==> src/rtl/matmul_sequencer.sv <==
// Sequences a signed matrix multiply C = A*B over flat-indexed operand/result ports.
// Fixed latency 2 + h_a*w_b*(w_a+2) cycles from start to done; start is ignored while busy.
module matmul_sequencer #(
   parameter int DW     = 16,
   parameter int DIM_BW = 5,
   parameter int AW     = 2*DIM_BW
) (
   input  logic                 wb_clk_i,
   input  logic                 wb_rst_i,
   input  logic                 start_i,
   input  logic [7:0]           op_i,
   input  logic [DIM_BW-1:0]    w_a_i,
   input  logic [DIM_BW-1:0]    h_a_i,
   input  logic [DIM_BW-1:0]    w_b_i,
   input  logic [DIM_BW-1:0]    h_b_i,
   output logic                 busy_o,
   output logic                 done_o,
   output logic                 err_o,
   output logic                 rd_en_o,
   output logic [AW-1:0]        a_addr_o,
   output logic [AW-1:0]        b_addr_o,
   input  logic signed [DW-1:0] a_data_i,
   input  logic signed [DW-1:0] b_data_i,
   output logic                 c_we_o,
   output logic [AW-1:0]        c_addr_o,
   output logic signed [DW-1:0] c_data_o
);

   localparam int ACC_W   = 2*DW + DIM_BW;
   localparam int MAX_DIM = 16;

   typedef enum logic [2:0] {
      S_IDLE, S_CHECK, S_FETCH, S_DRAIN, S_WRITE, S_DONE, S_ERR
   } state_t;

   state_t                    state_q, state_d;
   logic [7:0]                op_q, op_d;
   logic [DIM_BW-1:0]         wa_q, wa_d, ha_q, ha_d, wb_q, wb_d, hb_q, hb_d;
   logic [DIM_BW-1:0]         i_q, i_d, j_q, j_d, k_q, k_d;
   logic signed [ACC_W-1:0]   acc_q, acc_d;
   logic                      rd_q;
   logic signed [2*DW-1:0]    prod;
   logic                      dims_ok, k_last, j_last, i_last, acc_fits;

   assign prod   = a_data_i * b_data_i;
   assign k_last = (k_q == wa_q - DIM_BW'(1));
   assign j_last = (j_q == wb_q - DIM_BW'(1));
   assign i_last = (i_q == ha_q - DIM_BW'(1));

   assign dims_ok = (op_q == 8'd1)
                 && (wa_q != '0) && (ha_q != '0) && (wb_q != '0) && (hb_q != '0)
                 && (int'(wa_q) <= MAX_DIM) && (int'(ha_q) <= MAX_DIM)
                 && (int'(wb_q) <= MAX_DIM) && (int'(hb_q) <= MAX_DIM)
                 && (wa_q == hb_q);

   always_ff @(posedge wb_clk_i) begin
      if (wb_rst_i) begin
         state_q <= S_IDLE;
         op_q    <= '0;
         wa_q    <= '0;
         ha_q    <= '0;
         wb_q    <= '0;
         hb_q    <= '0;
         i_q     <= '0;
         j_q     <= '0;
         k_q     <= '0;
         acc_q   <= '0;
         rd_q    <= 1'b0;
      end else begin
         state_q <= state_d;
         op_q    <= op_d;
         wa_q    <= wa_d;
         ha_q    <= ha_d;
         wb_q    <= wb_d;
         hb_q    <= hb_d;
         i_q     <= i_d;
         j_q     <= j_d;
         k_q     <= k_d;
         acc_q   <= acc_d;
         rd_q    <= rd_en_o;
      end
   end

   always_comb begin
      state_d = state_q;
      case (state_q)
         S_IDLE:  if (start_i) state_d = S_CHECK;
         S_CHECK: state_d = dims_ok ? S_FETCH : S_ERR;
         S_FETCH: if (k_last) state_d = S_DRAIN;
         S_DRAIN: state_d = S_WRITE;
         S_WRITE: state_d = (i_last && j_last) ? S_DONE : S_FETCH;
         S_DONE:  state_d = S_IDLE;
         S_ERR:   state_d = S_IDLE;
         default: state_d = S_IDLE;
      endcase
   end

   // Operand data lags the read strobe by one cycle, so accumulation follows rd_q.
   always_comb begin
      op_d  = op_q;
      wa_d  = wa_q;
      ha_d  = ha_q;
      wb_d  = wb_q;
      hb_d  = hb_q;
      i_d   = i_q;
      j_d   = j_q;
      k_d   = k_q;
      acc_d = rd_q ? acc_q + ACC_W'(prod) : acc_q;
      case (state_q)
         S_IDLE: begin
            if (start_i) begin
               op_d = op_i;
               wa_d = w_a_i;
               ha_d = h_a_i;
               wb_d = w_b_i;
               hb_d = h_b_i;
            end
         end
         S_CHECK: begin
            i_d   = '0;
            j_d   = '0;
            k_d   = '0;
            acc_d = '0;
         end
         S_FETCH: k_d = k_q + DIM_BW'(1);
         S_WRITE: begin
            k_d   = '0;
            acc_d = '0;
            if (j_last) begin
               j_d = '0;
               i_d = i_q + DIM_BW'(1);
            end else begin
               j_d = j_q + DIM_BW'(1);
            end
         end
         default: ;
      endcase
   end

   always_comb begin
      busy_o  = (state_q != S_IDLE);
      rd_en_o = (state_q == S_FETCH);
      c_we_o  = (state_q == S_WRITE);
      done_o  = (state_q == S_DONE);
      err_o   = (state_q == S_ERR);
   end

   assign a_addr_o = AW'(i_q) * AW'(wa_q) + AW'(k_q);
   assign b_addr_o = AW'(k_q) * AW'(wb_q) + AW'(j_q);
   assign c_addr_o = AW'(i_q) * AW'(wb_q) + AW'(j_q);

   // In range exactly when every bit above the result sign bit matches it.
   assign acc_fits = (&acc_q[ACC_W-1:DW-1]) | ~(|acc_q[ACC_W-1:DW-1]);
   assign c_data_o = acc_fits        ? acc_q[DW-1:0] :
                     acc_q[ACC_W-1]  ? {1'b1, {(DW-1){1'b0}}} :
                                       {1'b0, {(DW-1){1'b1}}};

endmodule

==> config.mk <==
export PLATFORM = sky130hd
export DESIGN_NAME = matmul_sequencer
export DESIGN_NICKNAME = d
export VERILOG_FILES = /design/src/rtl/matmul_sequencer.sv
export SDC_FILE = /design/constraint.sdc
export NUM_CORES = 1
export LEC_CHECK = 0
export CORE_ASPECT_RATIO = 0.8
export CORE_MARGIN = 10
export CORE_UTILIZATION = 55
export DETAILED_ROUTE_END_ITERATION = 8
export HOLD_SLACK_MARGIN = 0.03
export PLACE_DENSITY = 0.75
export RECOVER_POWER = 50
export SLEW_MARGIN = 10
export SYNTH_ARGS = -nofsm -noshare
export SYNTH_HDL_FRONTEND = slang
export SYNTH_SLANG_ARGS = --single-unit
==> constraint.sdc <==
create_clock -name wb_clk_i -period 18.85 [get_ports wb_clk_i]
set_clock_uncertainty 0.1 [all_clocks]
set_input_delay 2.8275 -clock wb_clk_i [delete_from_list [all_inputs] [get_ports wb_clk_i]]
set_output_delay 2.8275 -clock wb_clk_i [all_outputs]
set_load 0.01 [all_outputs]
# Word level (Yosys, flattened, before mapping)
# Index checks and enable logic that the tools add are counted.
[totals]
register_bits = 84
[op_classes]
eq_ne = 14
mux = 12
addsub = 10
bitwise = 2
mul = 4
order_cmp = 4
reduce_logical = 25
[op_table]
columns = ["operator", "n"]
rows = [
  ["$add A37 B32 Y37", 1],
  ["$mul A16 B16 Y32", 1],
  ["$mux W16", 2],
  ["$add A10 B5 Y10", 3],
  ["$mul A5 B5 Y10", 3],
  ["$pmux W5 S2", 3],
  ["$reduce_and A22 Y1", 1],
  ["$reduce_or A22 Y1", 1],
  ["$eq A5 B5 Y1", 4],
  ["$le A5 B5 Y1 const B", 4],
  ["$reduce_bool A5 Y1", 4],
  ["$add A5 B1 Y5 const B", 3],
  ["$pmux W3 S5", 1],
  ["$sub A5 B1 Y5 const B", 3],
  ["$mux W3", 4],
  ["$logic_and A1 B1 Y1", 10],
  ["$mux W5", 2],
  ["$eq A3 B3 Y1 const B", 3],
  ["$eq A8 B1 Y1 const B", 1],
  ["$eq A3 B2 Y1 const B", 2],
  ["$reduce_and A2 Y1", 3],
  ["$ne A2 B1 Y1 const B", 2],
  ["$reduce_bool A2 Y1", 2],
  ["$eq A3 B1 Y1 const B", 1],
  ["other kinds (7)", 7],
]

# Logic depth before layout (Yosys ltp)
# Gate-level depths: netlist of run 1.
[depth]
ltp_word = 12
ltp_mapped = 24

# Worst setup path after synthesis of run 1
# Ideal clock, no wire load.
[synth_timing]
path_type = "in2reg"
start = "input a_data_i[15]"
end = "register acc_q[33]"
t_arrival_ns = 8.896
t_required_ns = 18.633
cell_stages = 22
setup_ns = 0.117
slack_ns = 9.737
path_cell_list = "clkbuf_1 -> nand2_1 -> fa_1 -> inv_1 -> fa_1 -> inv_1 -> fa_1 -> inv_1 -> fa_1 -> fa_1 -> inv_1 -> fa_1 -> inv_1 -> ha_1 -> a211o_1 -> a2111oi_0 -> nor3_1 -> a31o_2 -> o211ai_1 -> a21boi_0 -> or3_1 -> a32o_1"
[synth_between]
elab_chain_cells = 2
[synth_rtl]
columns = ["item", "line", "rtl"]
rows = [
  ["from (decl)", "22", "input logic signed [DW-1:0] a_data_i,"],
  ["$mul A16 B16 Y32", "45", "assign prod = a_data_i * b_data_i;"],
  ["$add A37 B32 Y37", "108", "acc_d = rd_q ? acc_q + ACC_W'(prod) : acc_q;"],
  ["to (signal assigned)", "67", "acc_q <= '0;"],
  ["to (signal assigned)", "79", "acc_q <= acc_d;"],
  ["to (decl)", "40", "logic signed [ACC_W-1:0] acc_q, acc_d;"],
]
# Every way passes these cells.
# A chain may end at the register's enable or synchronous reset.

# Worst setup path in the final report of run 1
[layout_timing]
start = "input b_data_i[1]"
end = "register acc_q[33]"
[layout_between]
elab_chain_cells = 2
[layout_rtl]
columns = ["item", "line", "rtl"]
rows = [
  ["from (decl)", "23", "input logic signed [DW-1:0] b_data_i,"],
  ["$mul A16 B16 Y32", "45", ""],
  ["$add A37 B32 Y37", "108", ""],
]
# Every way passes these cells.

==> results of run 1 <==
-- metal layers --
layer | track usage [%] | share of wire (%)
met5 | 0 | 0
met4 | 3.00 | 0.91
met3 | 2.67 | 6.1
met2 | 36.7 | 49
met1 | 29.7 | 44
-- cell usage after synthesis (2+ instances only) --
cell      number
a211o_1        3
a211oi_1       7
a21boi_0       5
a21o_1        16
a21oi_1       96
a221o_1        3
a31o_2         4
a31oi_1        2
a32o_1         3
and2_1       145
and3_1        10
and4_1         2
buf_1          4
clkbuf_1      82
dfxtp_1       84
fa_1         360
ha_1         169
inv_1        451
mux2i_1       13
nand2_1      268
nand2b_1       8
nand3_1       28
nand3b_1       2
nand4_1       15
nand4b_1       2
nor2_1        88
nor2b_1        6
nor3_1        14
nor4_1        10
o211ai_1       6
o21a_1         6
o21ai_0       28
o21bai_1      12
o22ai_1        4
o31ai_1        3
or2_2          5
or3_1         13
or4_1          2
xnor2_1       50
xor2_1        26
-- registers in the layout, summed over array words and instances (netlist names) --
name and flops:
op_q 8, acc_q 37, state_q 3, k_q 5, hb_q 5, wb_q 5
rd_q 1, i_q 5, wa_q 5, j_q 5, ha_q 5
-- how the worst max path moves through the flow --
stage,endpoint,slack (ns),cells after the start
after floorplan,acc_q[33],9.74,22
after global placement,acc_q[33],8.58,22
after detailed placement,acc_q[33],8.38,22
after CTS,acc_q[33],8.68,22
after global routing,acc_q[33],8.35,22
final,acc_q[33],8.65,22
-- layout by cell type, fill, tap and decap left out, types with 10 or more instances in the layout --
cell type / n
a21o_1: 16
a21oi_1: 96
and2_1: 137
and3_1: 10
clkdlybuf4s50_1: 104
dfxtp_1: 84
fa_1: 360
ha_1: 169
inv_1: 451
mux2i_1: 13
nand2_1: 268
nand3_1: 28
nand4_1: 15
nor2_1: 88
nor3_1: 14
nor4_1: 10
o21ai_0: 28
o21bai_1: 12
or3_1: 13
xnor2_1: 50
xor2_1: 26
-- critical path: cells and delay by family --
kind | cells | cell delay, ns
compound gates | 6 | 1.78
fa+ha+maj | 7 | 3.49
buf+inv | 6 | 1.46
simple gates | 3 | 0.75
-- stage by stage --
stage	utilization (%)	setup slack [ns]
finish	61.0	8.65
global route	61.0	8.35
CTS	61.0	8.68
detailed placement	60.2	8.38
global placement	60.2	8.58
floorplan	-	9.74
-- logic make-up after synthesis --
family,share of synthesized area (%)
buffers and inverters,11.0
multiplexers,0.774
AO/OA/AOI/OAI,7.66
flip-flops,9.21
adder cells (fa/ha/maj),51.1
XOR/XNOR,3.77
AND/OR/NAND/NOR,16.4
-- final cells by class --
type | instances | area [µm²]
multi-input cells | 1463 | 14600
fillers | 2832 | 12700
inverters | 451 | 1690
flip-flops and latches | 84 | 1680
repair buffers | 118 | 1160
well taps | 427 | 534
clock buffers | 11 | 233
clock inverters | 4 | 51.3
==> results by group, run 1 <==
Run status
  • Status: complete, but fails checks
  • Violated checks: capacitance limit, slew limit

Global routing
  • First-pass GRT wire length: 73.6 mm
  • All-Layer GR Usage: 21.6%
  • Remaining global-route overflow: 0
  • Number of global-route vias before repair: 15,000
  • Maximum number of pins on one net before global-route repair: 44
  • Antenna violations before repair: 0

Route
  • Routed vias: 14,000
  • Post-route antenna net violation count: 0
  • Via-to-Cell Ratio: 5.49
  • Detailed Routing Iterations Pass 1: 5
  • Drc violations: 0
  • Per-cell routed wire length: ~17 µm
  • Initial DRC Count: 978
  • DRT Wirelength: between 40 and 50 mm

Timing
  • Slew Viols, Final: 81
  • Max Freq: 0.0980 GHz
  • Tmin final: 10.20 ns
  • Worst Tran Pin Value: 2.36 ns
  • Final Hold Vio Count: 0
  • Setup_tns: 0 ns
  • WHS: 0.352 ns
  • Endpoints failing setup: 0
  • RSZ-0062 raised after global routing: false
  • Final worst path period share: 54.1%
  • Relative slew slack: -57.2%

Floorplan
  • # rows: 59
  • Die height: ~180 µm
  • Die W: 224 µm
  • I/O pins: 114
  • Initial core utilization: 55.9%
  • Die area: 0.0409 mm²
  • CORE AREA: 0.0326 mm²

Synthesis
  • Synth top area share: 39.5%
  • Synth Cell Area: 0.0183 mm²
  • Synth Instances: 2,084
  • Syn nets: 2,676
  • Syn Area/Cell: 8.76 µm²
  • Register area share after synthesis: 9.21%
  • Yosys Warn Count: 0
  • Main synth FF type: dfxtp_1
  • Area leader, netlist: fa_1
  • Synth unique cells: 69
  • FFs w/ async S/R, synth: 0%
  • Seq cells post-synth: between 80 and 90
  • EDFF count, synth: 0
  • Main area contributors after synthesis: fa_1 39%, ha_1 12%, inv_1 9.3%, dfxtp_1 9.2%, nand2_1 5.5%

Clocking
  • Hold_buf cts: 0
  • Number of CTS-inserted buffers: 9
  • Sink Count: between 80 and 90
  • Max clock buf depth: 2
  • # resized after CTS: 0
  • Worst skew pair latency: 0.33 ns
  • CTS H-Tree Depth: 3
  • Setup Fix Bufs, Post-CTS: 0
  • Root Buffer: clkbuf_16
  • Reg clk slew, reported paths: 0.07 ns
  • CTS tree: done

Placed design
  • Area after DPL: roughly 0.020 mm²
  • Final GP Congestion: 0.927
  • Post-DP HPWL: between 30 and 40 mm
  • Port-buffer cells: 113
  • Placed insts: 2,543

Hold path
  • Hold path cells: 2
  • Hold WC Path Type: register to register
  • Hold endpoint: op_q[3]
  • Hold path start: op_q[3]

Setup path
  • Worst Setup SP: b_data_i[1]
  • Worst reg2reg path startpoint: acc_q[15]
  • Most common cell on crit path: fa_1
  • Flop2flop setup slack: 12.54 ns
  • FF-to-FF End: acc_q[33]
  • Worst setup EP type: register
  • Critical path cell sequence: clkdlybuf4s50_1 -> nand2_1 -> inv_1 -> fa_1 -> fa_1 -> inv_1 -> fa_1 -> inv_1 -> fa_1 -> fa_1 -> inv_1 -> fa_1 -> inv_1 -> ha_1 -> a211o_1 -> a2111oi_0 -> nor3_1 -> a31o_2 -> o211ai_1 -> a21boi_0 -> or3_1 -> a32o_1
  • Worst Reg-to-Reg Cells: 18
  • CP Data Required Time: approximately 19 ns
  • Worst-path maximum fanout: 16
  • Kind of critical path: input pin to register
  • WP data arrival: just over 10 ns
  • CP max stage cell: clkdlybuf4s50_1
  • Max incr delay on CP: between 0.9 and 1 ns
  • CP Launch Type: input pin

Layout
  • Final net count: 2,719
  • ANT cells: 0
  • Post-route insts no fill: 2,558
  • Share of layout cells above drive strength 1: about 1.6%
  • Final instance area: between 0.015 and 0.02 mm²
  • Synth-to-Final Area Change: 9.07%

Run
  • Max_cap viols: 2
Power of run 1 is left out: the tool's default activity adds up to more than one toggle a clock period on the data nets, which glitch-free logic cannot reach.
==> run 2: changes to the inputs <==
PLACE_DENSITY = 0.78   (was 0.75)
clock period = 9.1 ns   (was 18.85 ns; I/O delays follow)
==> run 2 against run 1 <==
The run still ends with capacitance limit, slew limit left. Non-clock buffer count up 19. First-iteration DRC count up 22%. Die area unchanged. Clock-buffer cell count down 1. Sequential share of layout area down 0.067 points. Core utilization grew 0.49 points. Design area up 0.80%.
==> results by group, run 2 (synthesis results as in run 1) <==
Run status
  • Status: complete, but fails checks (unchanged)
  • Violated checks: capacitance limit, slew limit (unchanged)

Layout
  • Post-route insts no fill: 2,578 (was 2,558)
  • Top reg by flops: acc_q (unchanged)
  • Max reg flops: 37 (unchanged)
  • Synth-to-Final Area Change: 9.95% (was 9.07%)
  • Final net count: 2,738 (was 2,719)
  • Largest regs: acc_q (37), op_q (8) (unchanged)
  • Final core utilization: 61.5% (was 61.0%)
  • Share of layout cells above drive strength 1: 2.60% (was 1.64%)
  • Most frequent cells in the layout: 451 x inv_1, 360 x fa_1, 268 x nand2_1 (unchanged)
  • ANT cells: 0 (unchanged)
  • Most common cell after layout, fill and taps aside: inv_1 (unchanged)

Floorplan
  • Die W: 224 µm (unchanged)
  • I/O pins: 114 (unchanged)
  • Initial core utilization: 55.9% (unchanged)
  • # rows: 59 (unchanged)
  • Die height: 183 µm (unchanged)
  • Die area: 0.0409 mm² (unchanged)
  • CORE AREA: 0.0326 mm² (unchanged)

Setup path
  • WP data arrival: 8.64 ns (was 10.31 ns)
  • CP Data Required Time: 9.24 ns (was 18.96 ns)
  • Worst Setup SP: a_data_i[15] (was b_data_i[1])
  • Worst reg2reg path startpoint: acc_q[15] (unchanged)
  • Worst-path maximum fanout: 16 (unchanged)
  • Flop2flop setup slack: 3.14 ns (was 12.54 ns)
  • Kind of critical path: input pin to register (unchanged)
  • Worst setup endpoint: acc_q[33] (unchanged)
  • CP Launch Type: input pin (unchanged)
  • Worst setup EP type: register (unchanged)
  • FF-to-FF End: acc_q[33] (unchanged)
  • Worst Reg-to-Reg Cells: 18 (unchanged)

Global routing
  • Antenna violations before repair: 0 (unchanged)
  • Remaining global-route overflow: 0 (unchanged)
  • Maximum number of pins on one net before global-route repair: 44 (unchanged)
  • All-Layer GR Usage: 22.0% (was 21.6%)
  • First-pass GRT wire length: 74.5 mm (was 73.6 mm)
  • Number of global-route vias before repair: 15,200 (was 15,000)

Route
  • Drc violations: 0 (unchanged)
  • Post-route antenna net violation count: 0 (unchanged)
  • DRT Wirelength: 43.7 mm (was 42.8 mm)
  • Detailed Routing Iterations Pass 1: 5 (unchanged)
  • Routed vias: 14,200 (was 14,000)
  • Initial DRC Count: 1,195 (was 978)
  • Via-to-Cell Ratio: 5.50 (was 5.49)
  • Per-cell routed wire length: 17.0 µm (was 16.7 µm)

Clocking
  • CTS H-Tree Depth: 3 (unchanged)
  • # resized after CTS: 0 (unchanged)
  • CTS tree: done (unchanged)
  • Worst skew pair latency: 0.35 ns (was 0.33 ns)
  • Sink Count: 84 (unchanged)
  • Hold_buf cts: 0 (unchanged)
  • Max clock buf depth: 2 (unchanged)
  • Reg clk slew, reported paths: 0.06 ns (was 0.07 ns)
  • Setup Fix Bufs, Post-CTS: 0 (unchanged)
  • Root Buffer: clkbuf_16 (unchanged)
  • Number of CTS-inserted buffers: 9 (unchanged)

Hold path
  • Hold path start: op_q[1] (was op_q[3])
  • Hold path cells: 2 (unchanged)
  • Hold WC Path Type: register to register (unchanged)

Placed design
  • Final GP Congestion: 0.915 (was 0.927)
  • Placed insts: 2,562 (was 2,543)
  • Port-buffer cells: 113 (unchanged)
  • Post-DP HPWL: 37.2 mm (was 36.1 mm)

Timing
  • Final Hold Vio Count: 0 (unchanged)
  • Setup_tns: 0 ns (unchanged)
  • Max Freq: 0.118 GHz
  • Final worst path period share: 93.4%
  • Relative slew slack: -68.2% (was -57.2%)
  • Slew Viols, Final: 81 (unchanged)
  • Tmin final: roughly 8.5 ns
  • Endpoints failing setup: 0 (unchanged)
  • Worst Tran Pin Value: 2.52 ns (was 2.36 ns)
  • RSZ-0062 raised after global routing: false (unchanged)

Run
  • Max_cap viols: 2 (unchanged)
run 2: metal layers:
layer  vias up  global-route usage [%]  share of wire [%]
li1       6485                       -                  -
met1      7102                    29.4                 42
met2       526                    36.9                 49
met4         0                    5.15                1.8
met5         -                       0                  0
met3        69                    3.42                7.2
run 2: cell type report:
type,instances,area [µm²]
Multi-Input combinational cell,1463,14600
Inverter,451,1690
Timing Repair Buffer,137,1300
Tap cell,427,534
Sequential cell,84,1680
Clock inverter,6,71.3
Clock buffer,10,229
Fill cell,2795,12600
run 2: critical path, cell delays in order:
cell and delay, ns:
clkdlybuf4s50_1 0.85, nand2_1 0.25, inv_1 0.15, fa_1 0.49, fa_1 0.66, inv_1 0.09, buf_4 0.18, fa_1 0.49
fa_1 0.57, fa_1 0.43, fa_1 0.49, inv_1 0.04, ha_1 0.44, and4_1 0.26, nor2b_1 0.26, nor2b_1 0.20
a21boi_0 0.30, o211ai_1 0.22, a21boi_0 0.44, o21ai_0 0.18, a32o_1 0.28
run 2: metrics by stage:
stage                     hold WS [ns]  area [µm²]  setup WS [ns]
after floorplan                  0.331       18300           1.45
after detailed placement         0.349       19800          0.304
after CTS                        0.358       20100          0.656
after global routing             0.375       20100          0.156
after global placement           0.340       19800          0.488
final                            0.355       20100          0.596
run 2: worst min-delay path by stage:
stage / end / slack [ns]
after global routing: op_q[2] / 0.38
after detailed placement: op_q[1] / 0.35
after floorplan: op_q[4] / 0.33
final: op_q[1] / 0.35
after global placement: op_q[3] / 0.34
after CTS: op_q[1] / 0.36
Power of run 2 is left out for the same reason.
==> variant (flow settings as in run 1) <==
The localparam `MAX_DIM` goes from 16 to 12.
--- a/src/rtl/matmul_sequencer.sv
+++ b/src/rtl/matmul_sequencer.sv
@@ -27,7 +27,7 @@
 );
 
    localparam int ACC_W   = 2*DW + DIM_BW;
-   localparam int MAX_DIM = 16;
+   localparam int MAX_DIM = 12;
 
    typedef enum logic [2:0] {
       S_IDLE, S_CHECK, S_FETCH, S_DRAIN, S_WRITE, S_DONE, S_ERR
Check against the original RTL: not equivalent (a bounded check fails within 4 cycles, from zero or initial values and one cycle with wb_rst_i high).
==> variant against run 1 <==
The run still ends with capacitance limit, slew limit left. Setup slack gained 0.40 ns. Synthesized cell count rose by 1.2%. First-iteration DRC count up 0.31%. Design area is 0.85% higher. Synthesized area is 0.90% higher. Non-clock buffer count shrank 1. Worst hold slack better by 0.0097 ns. Sequential cell count stayed put. Via count up 0.87%. Routed wire length increased by 3.5%. Critical path type unchanged.
Power is left out: the tool's default activity adds up to more than one toggle a clock period on the data nets, which glitch-free logic cannot reach.
==> variant: results (changes against run 1) <==
Parameter                              Value

Timing
  Worst-case headroom to the max-slew limit    -0.5571 (+0.01497)
  Max-slew violation count    96 (+19%)
  Top achievable clock speed    102.0 MHz (+4.1%)
  Post-route worst hold slack    0.3615 ns (+0.009736 ns)

GRT
  Maximum number of pins on one net before global-route repair    42 (-4.5%)
  Gr usage total    0.2236 (+0.007964)
  Vias in the first global route    15,175 (+0.95%)
  First-pass GRT wire length    75.67 mm (+2.9%)

Route
  Aggregate routed wire length    44.34 mm (+3.5%)
  Initial drt markers    981 (+0.31%)

Setup path
  Beginning of the worst register-to-register path    acc_q[15]
  Crit. Startpoint    b_data_i[1]
  Data arrival time of the critical path    9.92 ns (-0.39 ns)
  Critical Path Sink    acc_q[35]
  Reg2Reg Setup Slack    13.33 ns (+0.79 ns)

Hold path
  Endpoint of the worst hold path    op_q[7]
  Startpoint of the worst hold path    op_q[7]

Yosys
  Net count of the mapped netlist    2,704 (+1.0%)
  Mean instance size in the synthesized netlist    8.734 sq um (-0.29%)
  Number of distinct library cells after synthesis    66 (-4.3%)
  Count of flip-flops with a built-in enable after synthesis    0 (unchanged)
  Share of the yosys chip area belonging to registers    0.09129 (-0.0008259)
  Most frequent cells after synthesis    450 x sky130_fd_sc_hd__inv_1, 360 x sky130_fd_sc_hd__fa_1, 262 x sky130_fd_sc_hd__nand2_1
  Top area cells in the synthesized netlist    sky130_fd_sc_hd__fa_1 39%, sky130_fd_sc_hd__ha_1 12%, sky130_fd_sc_hd__inv_1 9.2%

Outcome
  Status    finished, violations left
  Violations in the final reports    capacitance limit, slew limit

Final layout
  Final #Nets    2,748 (+1.1%)
  Final standard cell count with taps included and fillers excluded    2,585 (+1.1%)
  Non-clk invs    451 (unchanged)
  Plain + repair buffers    117 (-0.85%)
  Multi-input gates    1,490 (+1.8%)
  Number of fillers in the final layout    2,869 (+1.3%)
  Buffering overhead    0.05726 (-0.001051)
  Design area    0.02008 sq mm (+0.85%)
  Share of the final layout cell area in multi-input gates    0.7331 (+0.001953)
  Total number of sequential cells    84 (unchanged)

Floorplanning
  Core Area    0.03278 sq mm (+0.45%)

Clock tree
  Clock latency reported for the late side of the worst-skew pair    0.35 ns (+0.02 ns)

Placement
  Post-detail-place hpwl    37.06 mm (+2.6%)
  Post-DP Area    0.01979 sq mm (+0.81%)
  RD Place Congestion    0.9080 (-2.0%)
  Worst slack, placed    8.702 ns (+0.3232 ns)

Flow run
  Max-cap viol count    3 (+1)
variant: kinds of logic (layout without fill, tap and decap cells):
| logic type | after synthesis | in the layout | share of synthesized area |
|---|---|---|---|
| mux | 19 | 19 | 0.01032 |
| xor+xnor | 64 | 64 | 0.03043 |
| flops | 84 | 84 | 0.09129 |
| buf+inv | 535 | 584 | 0.1094 |
| compound gates | 255 | 255 | 0.08871 |
| simple gates | 619 | 619 | 0.1613 |
| fa+ha+maj | 533 | 533 | 0.5086 |
variant: layer usage:
layer | vias up | global-route usage | routed length (um)
li1 | 6564 | - | -
met2 | 403 | 0.3690 | 21200
met3 | 60 | 0.03284 | 2715
met4 | 0 | 0.04453 | 679
met5 | - | 0 | 0
met1 | 7139 | 0.3085 | 19750
variant: critical path, cell delays in order:
cell	delay (ns)
sky130_fd_sc_hd__clkdlybuf4s50_1	0.77
sky130_fd_sc_hd__nand2_1	0.32
sky130_fd_sc_hd__inv_1	0.10
sky130_fd_sc_hd__fa_1	0.67
sky130_fd_sc_hd__inv_1	0.16
sky130_fd_sc_hd__fa_1	0.78
sky130_fd_sc_hd__inv_1	0.19
sky130_fd_sc_hd__fa_1	0.71
sky130_fd_sc_hd__fa_1	0.50
sky130_fd_sc_hd__fa_1	0.49
sky130_fd_sc_hd__inv_1	0.05
sky130_fd_sc_hd__fa_1	0.47
sky130_fd_sc_hd__inv_1	0.04
sky130_fd_sc_hd__ha_1	0.44
sky130_fd_sc_hd__and3_1	0.31
sky130_fd_sc_hd__nand2_1	0.10
sky130_fd_sc_hd__nor4_1	0.39
sky130_fd_sc_hd__a2111oi_2	0.16
sky130_fd_sc_hd__a21oi_1	0.24
sky130_fd_sc_hd__xnor2_1	0.14
sky130_fd_sc_hd__o21ai_1	0.07
